### src/rtl/store_pkg.sv
// Shared encodings for the store narrowing path. The load-side extender uses the same size codes.
package store_pkg;

    typedef enum logic [1:0] {
        SZ_BYTE = 2'b00,
        SZ_HALF = 2'b01,
        SZ_WORD = 2'b10,
        SZ_ILL  = 2'b11
    } size_t;

    typedef enum logic [2:0] {
        ST_IDLE  = 3'd0,
        ST_READ  = 3'd1,
        ST_WRITE = 3'd2,
        ST_DONE  = 3'd3,
        ST_ERR   = 3'd4
    } state_t;

    // Sub-word sizes that must go through read-modify-write and are naturally aligned.
    function automatic logic needsRmw(input size_t sz, input logic [1:0] off);
        return (sz == SZ_BYTE) || (sz == SZ_HALF && !off[0]);
    endfunction

endpackage

### src/rtl/store_lane_merge.sv
// Combinational lane merge: overlays the low bytes of the store data onto the old memory word.
module store_lane_merge
    import store_pkg::*;
(
    input  logic [31:0] oldWord,
    input  logic [31:0] storeData,
    input  size_t       size,
    input  logic [1:0]  byteOff,
    output logic [31:0] mergedWord
);

    genvar gi;
    generate
        for (gi = 0; gi < 4; gi++) begin : gLane
            logic       laneHit;
            logic [7:0] laneSrc;

            // Halfword stores feed byte gi%2 of the data into lane gi of the selected half.
            always_comb begin
                laneHit = 1'b0;
                laneSrc = storeData[8*gi +: 8];
                case (size)
                    SZ_BYTE: begin
                        laneHit = (byteOff == 2'(gi));
                        laneSrc = storeData[7:0];
                    end
                    SZ_HALF: begin
                        laneHit = (byteOff[1] == 1'(gi / 2));
                        laneSrc = storeData[8*(gi % 2) +: 8];
                    end
                    SZ_WORD: laneHit = 1'b1;
                    default: laneHit = 1'b0;
                endcase
            end

            assign mergedWord[8*gi +: 8] = laneHit ? laneSrc : oldWord[8*gi +: 8];
        end
    endgenerate

endmodule

### src/rtl/store_narrow_unit.sv
// Store narrowing FSM: word stores write directly, sub-word stores read-modify-write,
// misaligned or illegal sizes are rejected without any memory strobe.
module store_narrow_unit
    import store_pkg::*;
#(
    parameter int ADDR_W = 30
) (
    input  logic              CLK,
    input  logic              RST,
    input  logic              req_valid,
    output logic              req_ready,
    input  logic [31:0]       req_addr,
    input  logic [31:0]       req_data,
    input  logic [1:0]        req_size,
    output logic              done,
    output logic              misaligned,
    output logic [ADDR_W-1:0] mem_addr,
    output logic              mem_rd,
    input  logic [31:0]       mem_rdata,
    input  logic              mem_rvalid,
    output logic              mem_wr,
    output logic [31:0]       mem_wdata,
    input  logic              mem_wack
);

    state_t            stateReg, stateNext;
    logic [ADDR_W-1:0] addrReg;
    logic [1:0]        offReg;
    logic [31:0]       dataReg;
    size_t             sizeReg;
    logic [31:0]       wdataReg;
    logic [31:0]       mergedWord;

    size_t reqSize;
    logic  directWrite;
    assign reqSize     = size_t'(req_size);
    assign directWrite = (reqSize == SZ_WORD) && (req_addr[1:0] == 2'b00);

    store_lane_merge uMerge (
        .oldWord    (mem_rdata),
        .storeData  (dataReg),
        .size       (sizeReg),
        .byteOff    (offReg),
        .mergedWord (mergedWord)
    );

    always_ff @(posedge CLK or negedge RST) begin
        if (!RST) begin
            stateReg <= ST_IDLE;
            addrReg  <= '0;
            offReg   <= '0;
            dataReg  <= '0;
            sizeReg  <= SZ_BYTE;
            wdataReg <= '0;
        end else begin
            stateReg <= stateNext;
            if (stateReg == ST_IDLE && req_valid) begin
                addrReg <= req_addr[ADDR_W+1:2];
                offReg  <= req_addr[1:0];
                dataReg <= req_data;
                sizeReg <= reqSize;
                if (directWrite)
                    wdataReg <= req_data;
            end else if (stateReg == ST_READ && mem_rvalid) begin
                wdataReg <= mergedWord;
            end
        end
    end

    // Strobes decode straight from the state register so an async reset drops them at once.
    always_comb begin
        stateNext  = stateReg;
        req_ready  = 1'b0;
        mem_rd     = 1'b0;
        mem_wr     = 1'b0;
        done       = 1'b0;
        misaligned = 1'b0;
        case (stateReg)
            ST_IDLE: begin
                req_ready = 1'b1;
                if (req_valid) begin
                    if (directWrite)
                        stateNext = ST_WRITE;
                    else if (needsRmw(reqSize, req_addr[1:0]))
                        stateNext = ST_READ;
                    else
                        stateNext = ST_ERR;
                end
            end
            ST_READ: begin
                mem_rd = 1'b1;
                if (mem_rvalid)
                    stateNext = ST_WRITE;
            end
            ST_WRITE: begin
                mem_wr = 1'b1;
                if (mem_wack)
                    stateNext = ST_DONE;
            end
            ST_DONE: begin
                done      = 1'b1;
                stateNext = ST_IDLE;
            end
            ST_ERR: begin
                done       = 1'b1;
                misaligned = 1'b1;
                stateNext  = ST_IDLE;
            end
            default: stateNext = ST_IDLE;
        endcase
    end

    assign mem_addr  = addrReg;
    assign mem_wdata = wdataReg;

endmodule
### config.mk
export PLATFORM = sky130hd
export DESIGN_NAME = store_narrow_unit
export DESIGN_NICKNAME = d
export VERILOG_FILES = /design/src/rtl/store_pkg.sv /design/src/rtl/store_lane_merge.sv /design/src/rtl/store_narrow_unit.sv
export SDC_FILE = /design/constraint.sdc
export NUM_CORES = 1
export LEC_CHECK = 0
export CAP_MARGIN = 5
export CORE_MARGIN = 4
export CORE_UTILIZATION = 49
export CTS_CLUSTER_SIZE = 20
export DETAILED_ROUTE_END_ITERATION = 10
export PLACE_DENSITY = 0.93
export SKIP_LAST_GASP = 1
export SLEW_MARGIN = 20
export SYNTH_ARGS = -nofsm -noshare
export SYNTH_HDL_FRONTEND = slang
export SYNTH_SLANG_ARGS = --single-unit
### constraint.sdc
create_clock -name CLK -period 3.96 [get_ports CLK]
set_clock_uncertainty 0.15 [all_clocks]
set_input_delay 0.396 -clock CLK [delete_from_list [all_inputs] [get_ports CLK]]
set_output_delay 0.396 -clock CLK [all_outputs]
set_load 0.01 [all_outputs]
==> metrics.csv, run 1 <==
metric,value,unit
initial DRC count,243,
overall die area,0.0116,sq mm
post-cts repair resize count,0,
Core ar.,0.00973,sq mm
Fin. Hold Viols,0,
max frequency,364,MHz
Setup TNS,0,ns
placed cell count,794,
Worst EP arrival,2.84,ns
Max Slew Vio Count,0,
leakage,3.09,nW
R2R Path Start,sizeReg[1],
IO Count,170,
die width,108,microns
Synth Register Bits,101,
share of cells above drive strength 1,9.44,%
min Tclk post-route,2.75,ns
"FFs w/ async S/R, synth",100,%
Slew @ Worst Pin,0.970,ns
CP Launch Type,input pin,
HP Class,in2async,
Netlist cell types,38,
Antenna Nets Post-Route,0,
first-pass GRT wire length,21900,microns
Worst-Skew Late Latency,0.35,ns
RePlAce Congestion,0.808,
Total Routing Usage GR,23.9,%
Area Overhead vs Synth,41.4,%
fin area,0.00688,sq mm
post-synthesis cell area,0.00487,sq mm
max-cap viol count,0,
critical path type,in2reg,
most frequent cells in the layout,"nand2_1, clkdlybuf4s50_1, dfrtp_1",
WL final,13900,microns
clock slew at reported path FFs,0.09,ns
vias in the first global route,4439,
CP Max Fanout,30,
area post-placement,0.00663,sq mm
final setup fails,0,
WL/cell,17.1,microns
status,"finished, final reports clean",
post-layout util,70.7,%
flop-to-flop setup slack,1.36,ns
Tcrit/Tclk final,69.4,%
"Power, Total",5.32,mW
number of antenna repair diodes,0,
# DRC,0,
initial antenna violation count,0,
grt ovf,0,
DRT Pass-1 Iters,5,
CP Capture Type,flip-flop,
syn avg cell area,9.32,sq um
Die Span Y,108,microns
largest net degree at the start of global routing,103,
CTS buffer count,9,
Row Count,36,
relative slew slack,35.3,%
Setup WS post-layout,1.21,ns
Post-DP HPWL,9840,microns
yosys warns,0,
# clock sinks,101,
hold_ws,0.321,ns
post-route insts no fill,811,
Worst R2R Path Depth,4,
ys flop type,dfrtp_1,
NumNets Final,777,
data required time at the worst endpoint,4.05,ns
Power Dens Cells,773,mW/mm^2
# H-tree levels,3,
CTS root buf,clkbuf_8,
pre-CTS setup slack,0.856,ns
"Seq/Total Area, Yosys",51.9,%
Syn Nets,625,
TritonCTS clock tree,yes,
Max Buffers Root-to-Sink,2,
Peak VDD IR,412,uV
vias per cell,5.41,
cells after synthesis,522,
Initial Utilization,50.0,%
r2r endpoint,mem_wdata[23],
crit path launch,req_size[0],
RSZ-0062 raised after global routing,no,
Post-synth EDFFs,0,
DR vias,4391,
port bufs,169,
"commonest non-fill, non-tap cell in the layout",nand2_1,
[sequential cells by signal, summed over array words and instances (netlist names)]
register	flops
mem_wdata	32
sizeReg	2
mem_addr	30
stateReg	3
dataReg	32
offReg	2
[cell type report]
cell class,instances,area (sq um)
multi-input combinational,376,2160
timing repair buffer,180,1790
clock buffer,11,141
inverter,6,22.5
tap,133,166
sequential,101,2530
fill,794,2850
clock inverter,4,72.6
[worst max-delay path, stage by stage]
cell             delay, ns
clkdlybuf4s50_1       0.47
or4b_1                0.75
o21ai_4               0.75
nand2_1               0.14
o32a_1                0.32
[cells by family (layout without fill, tap and decap cells)]
logic type             Yosys count  after routing  synth area share [%]
AOI/OAI and AO/OA               88             88                  13.2
and+or+nand+nor                245            245                  21.2
DFF                            101            101                  51.9
buffers and inverters           45            201                  4.17
muxes                           43             43                  9.49
[report_power, final]
part / total (mW) / internal, mW / switching [mW] / leakage [nW]
combinational: 2.68 / 1.38 / 1.30 / 1.75
clock: 0.712 / 0.370 / 0.343 / 0.105
sequential: 1.92 / 1.53 / 0.399 / 1.24
total: 5.32 / 3.28 / 2.04 / 3.09
[synth_stat cells, drive strengths merged (2+ instances only)]
cell type	count	area share, %
nand2	198	15
dfrtp	101	52
o21ai	31	3.4
mux2	25	5.8
clkbuf	21	1.6
buf	18	2.1
mux2i	18	3.7
a211oi	14	2.2
a21oi	10	1.0
nor3	9	0.93
a32o	8	1.6
and3	8	1.0
o221a	8	1.9
o32a	8	1.6
or3	8	1.0
nor2	7	0.54
inv	6	0.46
a21o	3	0.46
and2	3	0.39
nand2b	2	0.26
nor2b	2	0.26
nor4b	2	0.49
or4b	2	0.41
[worst max path at each step]
| stage | endpoint | cells after the start | slack, ns |
|---|---|---|---|
| after floorplan | mem_wdata[20] | 6 | 1.93 |
| after global placement | mem_wdata[17] | 5 | 1.02 |
| after detailed placement | mem_wdata[22] | 5 | 0.86 |
| after CTS | mem_wdata[20] | 4 | 1.06 |
| after global routing | mem_wdata[25] | 5 | 1.10 |
| final | mem_wdata[22] | 5 | 1.21 |
[timing repair]
item                       in CTS  in global routing
hold endpoints to repair        0                 22
hold buffers                    0                  1
setup endpoints to repair       0                  0
setup buffers                   0                  0
[metal layers]
layer  track usage (%)  vias up  part of all wire, %
met5                 0        -                    0
met1              30.6     2121                   42
li1                  -     2082                    -
met3              6.00       10                  7.0
met4              7.21        0                  1.1
met2              39.9      178                   50
Power figures use the tool's default switching activity.
==> run 2, diff against run 1 <==
- CORE_UTILIZATION: 49 -> 46
- PLACE_DENSITY: 0.93 -> 0.88
- clock period: 3.96 -> 2.9 ns (I/O delays scaled with it)
==> metrics.csv, run 2 (synthesis results as in run 1) <==
metric,value,unit
status,"finished, final reports clean",
overall die area,0.0123,sq mm
setup bufs post-CTS,0,
WL/cell,17.0,microns
initial antenna violation count,0,
number of antenna repair diodes,0,
Worst EP arrival,2.59,ns
critical path type,reg2reg,
WP depth,5,
final setup fails,0,
"commonest non-fill, non-tap cell in the layout",nand2_1,
Total Routing Usage GR,22.6,%
Antenna Nets Post-Route,0,
crit-path leading delay family,simple AND/OR/NAND/NOR gates,
area post-placement,0.00668,sq mm
Peak VDD IR,565,uV
Setup WS post-layout,0.405,ns
die width,111,microns
CP Launch Type,flip-flop,
CP Capture Type,flip-flop,
Worst R2R Path Depth,5,
NumNets Final,780,
DRT Pass-1 Iters,5,
Area Overhead vs Synth,41.7,%
CTS buffer count,9,
port bufs,169,
Fin. Hold Viols,0,
"Critical Path, Cell by Cell",nor2b_1 -> a21oi_1 -> buf_4 -> and3_1 -> o32a_1,
Post-DP HPWL,10400,microns
RePlAce Congestion,0.819,
Setup TNS,0,ns
leakage,3.09,nW
post-cts repair resize count,0,
Max stage delay on crit path,0.65,ns
first-pass GRT wire length,22900,microns
Worst-Skew Late Latency,0.36,ns
WL final,13900,microns
hold_ws,0.297,ns
pre-CTS setup slack,0.323,ns
Initial Utilization,47.1,%
Power Dens Cells,1050,mW/mm^2
# clock sinks,101,
hold buffer count at cts,1,
relative slew slack,52.2,%
grt ovf,0,
DR vias,4385,
Core ar.,0.0103,sq mm
Max Buffers Root-to-Sink,2,
# H-tree levels,3,
# DRC,0,
R2R Path Start,sizeReg[1],
most frequent cells in the layout,"nand2_1, clkdlybuf4s50_1, dfrtp_1",
Hold Crit Depth,3,
max-cap viol count,0,
Row Count,37,
flop-to-flop setup slack,0.40,ns
CTS root buf,clkbuf_8,
clock slew at reported path FFs,0.10,ns
initial DRC count,291,
min Tclk post-route,2.50,ns
RSZ-0062 raised after global routing,no,
Tcrit/Tclk final,86.0,%
vias per cell,5.36,
max frequency,401,MHz
CP Max Fanout,16,
HP Class,in2reg,
data required time at the worst endpoint,2.99,ns
Max Slew Vio Count,0,
CP max-delay cell,dfrtp_1,
Min-Delay Startpoint,req_addr[28],
r2r endpoint,mem_wdata[23],
largest net degree at the start of global routing,53,
fin area,0.00689,sq mm
Slew @ Worst Pin,0.714,ns
Die Span Y,111,microns
TritonCTS clock tree,yes,
vias in the first global route,4566,
IO Count,170,
share of cells above drive strength 1,9.82,%
crit path launch,sizeReg[1],
crit path buf inv count,1,
Worst Setup EP,mem_wdata[23],
==> run 2: layer usage <==
metal | up-vias | part of all wire, % | track usage [%]
met5 | - | 0 | 0
met4 | 0 | 1.5 | 6.16
met3 | 23 | 7.4 | 5.84
met2 | 184 | 50 | 39.0
met1 | 2087 | 41 | 28.1
li1 | 2091 | - | -
==> run 2: worst min-delay path, delay by kind of cell <==
| family | cells | cell delay, ns |
|---|---|---|
| buffers and inverters | 1 | 0.40 |
| and+or+nand+nor | 2 | 0.09 |
==> run 2: how the worst min path moves through the flow <==
stage                              end  slack [ns]
after CTS                 mem_addr[26]        0.28
after detailed placement   mem_addr[0]        0.22
final                     mem_addr[26]        0.30
after global routing      mem_addr[26]        0.28
after global placement     mem_addr[0]        0.21
after floorplan             dataReg[0]       -0.16
==> run 2: metrics by stage <==
stage	util (%)	power [mW]	cells
after floorplan	-	4.66	522
after global placement	64.7	6.18	801
after detailed placement	64.7	6.35	801
after CTS	66.8	7.25	818
after global routing	66.8	7.74	818
final	66.8	7.21	818
==> run 2: layout make-up <==
type / instances / area (sq um)
repair buffers: 183 / 1820
multi-input cells: 376 / 2150
flip-flops and latches: 101 / 2530
clock buffers: 10 / 128
fillers: 794 / 3430
well taps: 136 / 170
inverters: 6 / 22.5
clock inverters: 6 / 72.6
==> run 2: power by group <==
part / switching [mW] / internal [mW]
registers: 0.559 / 2.08
logic: 1.76 / 1.92
clock network: 0.485 / 0.407
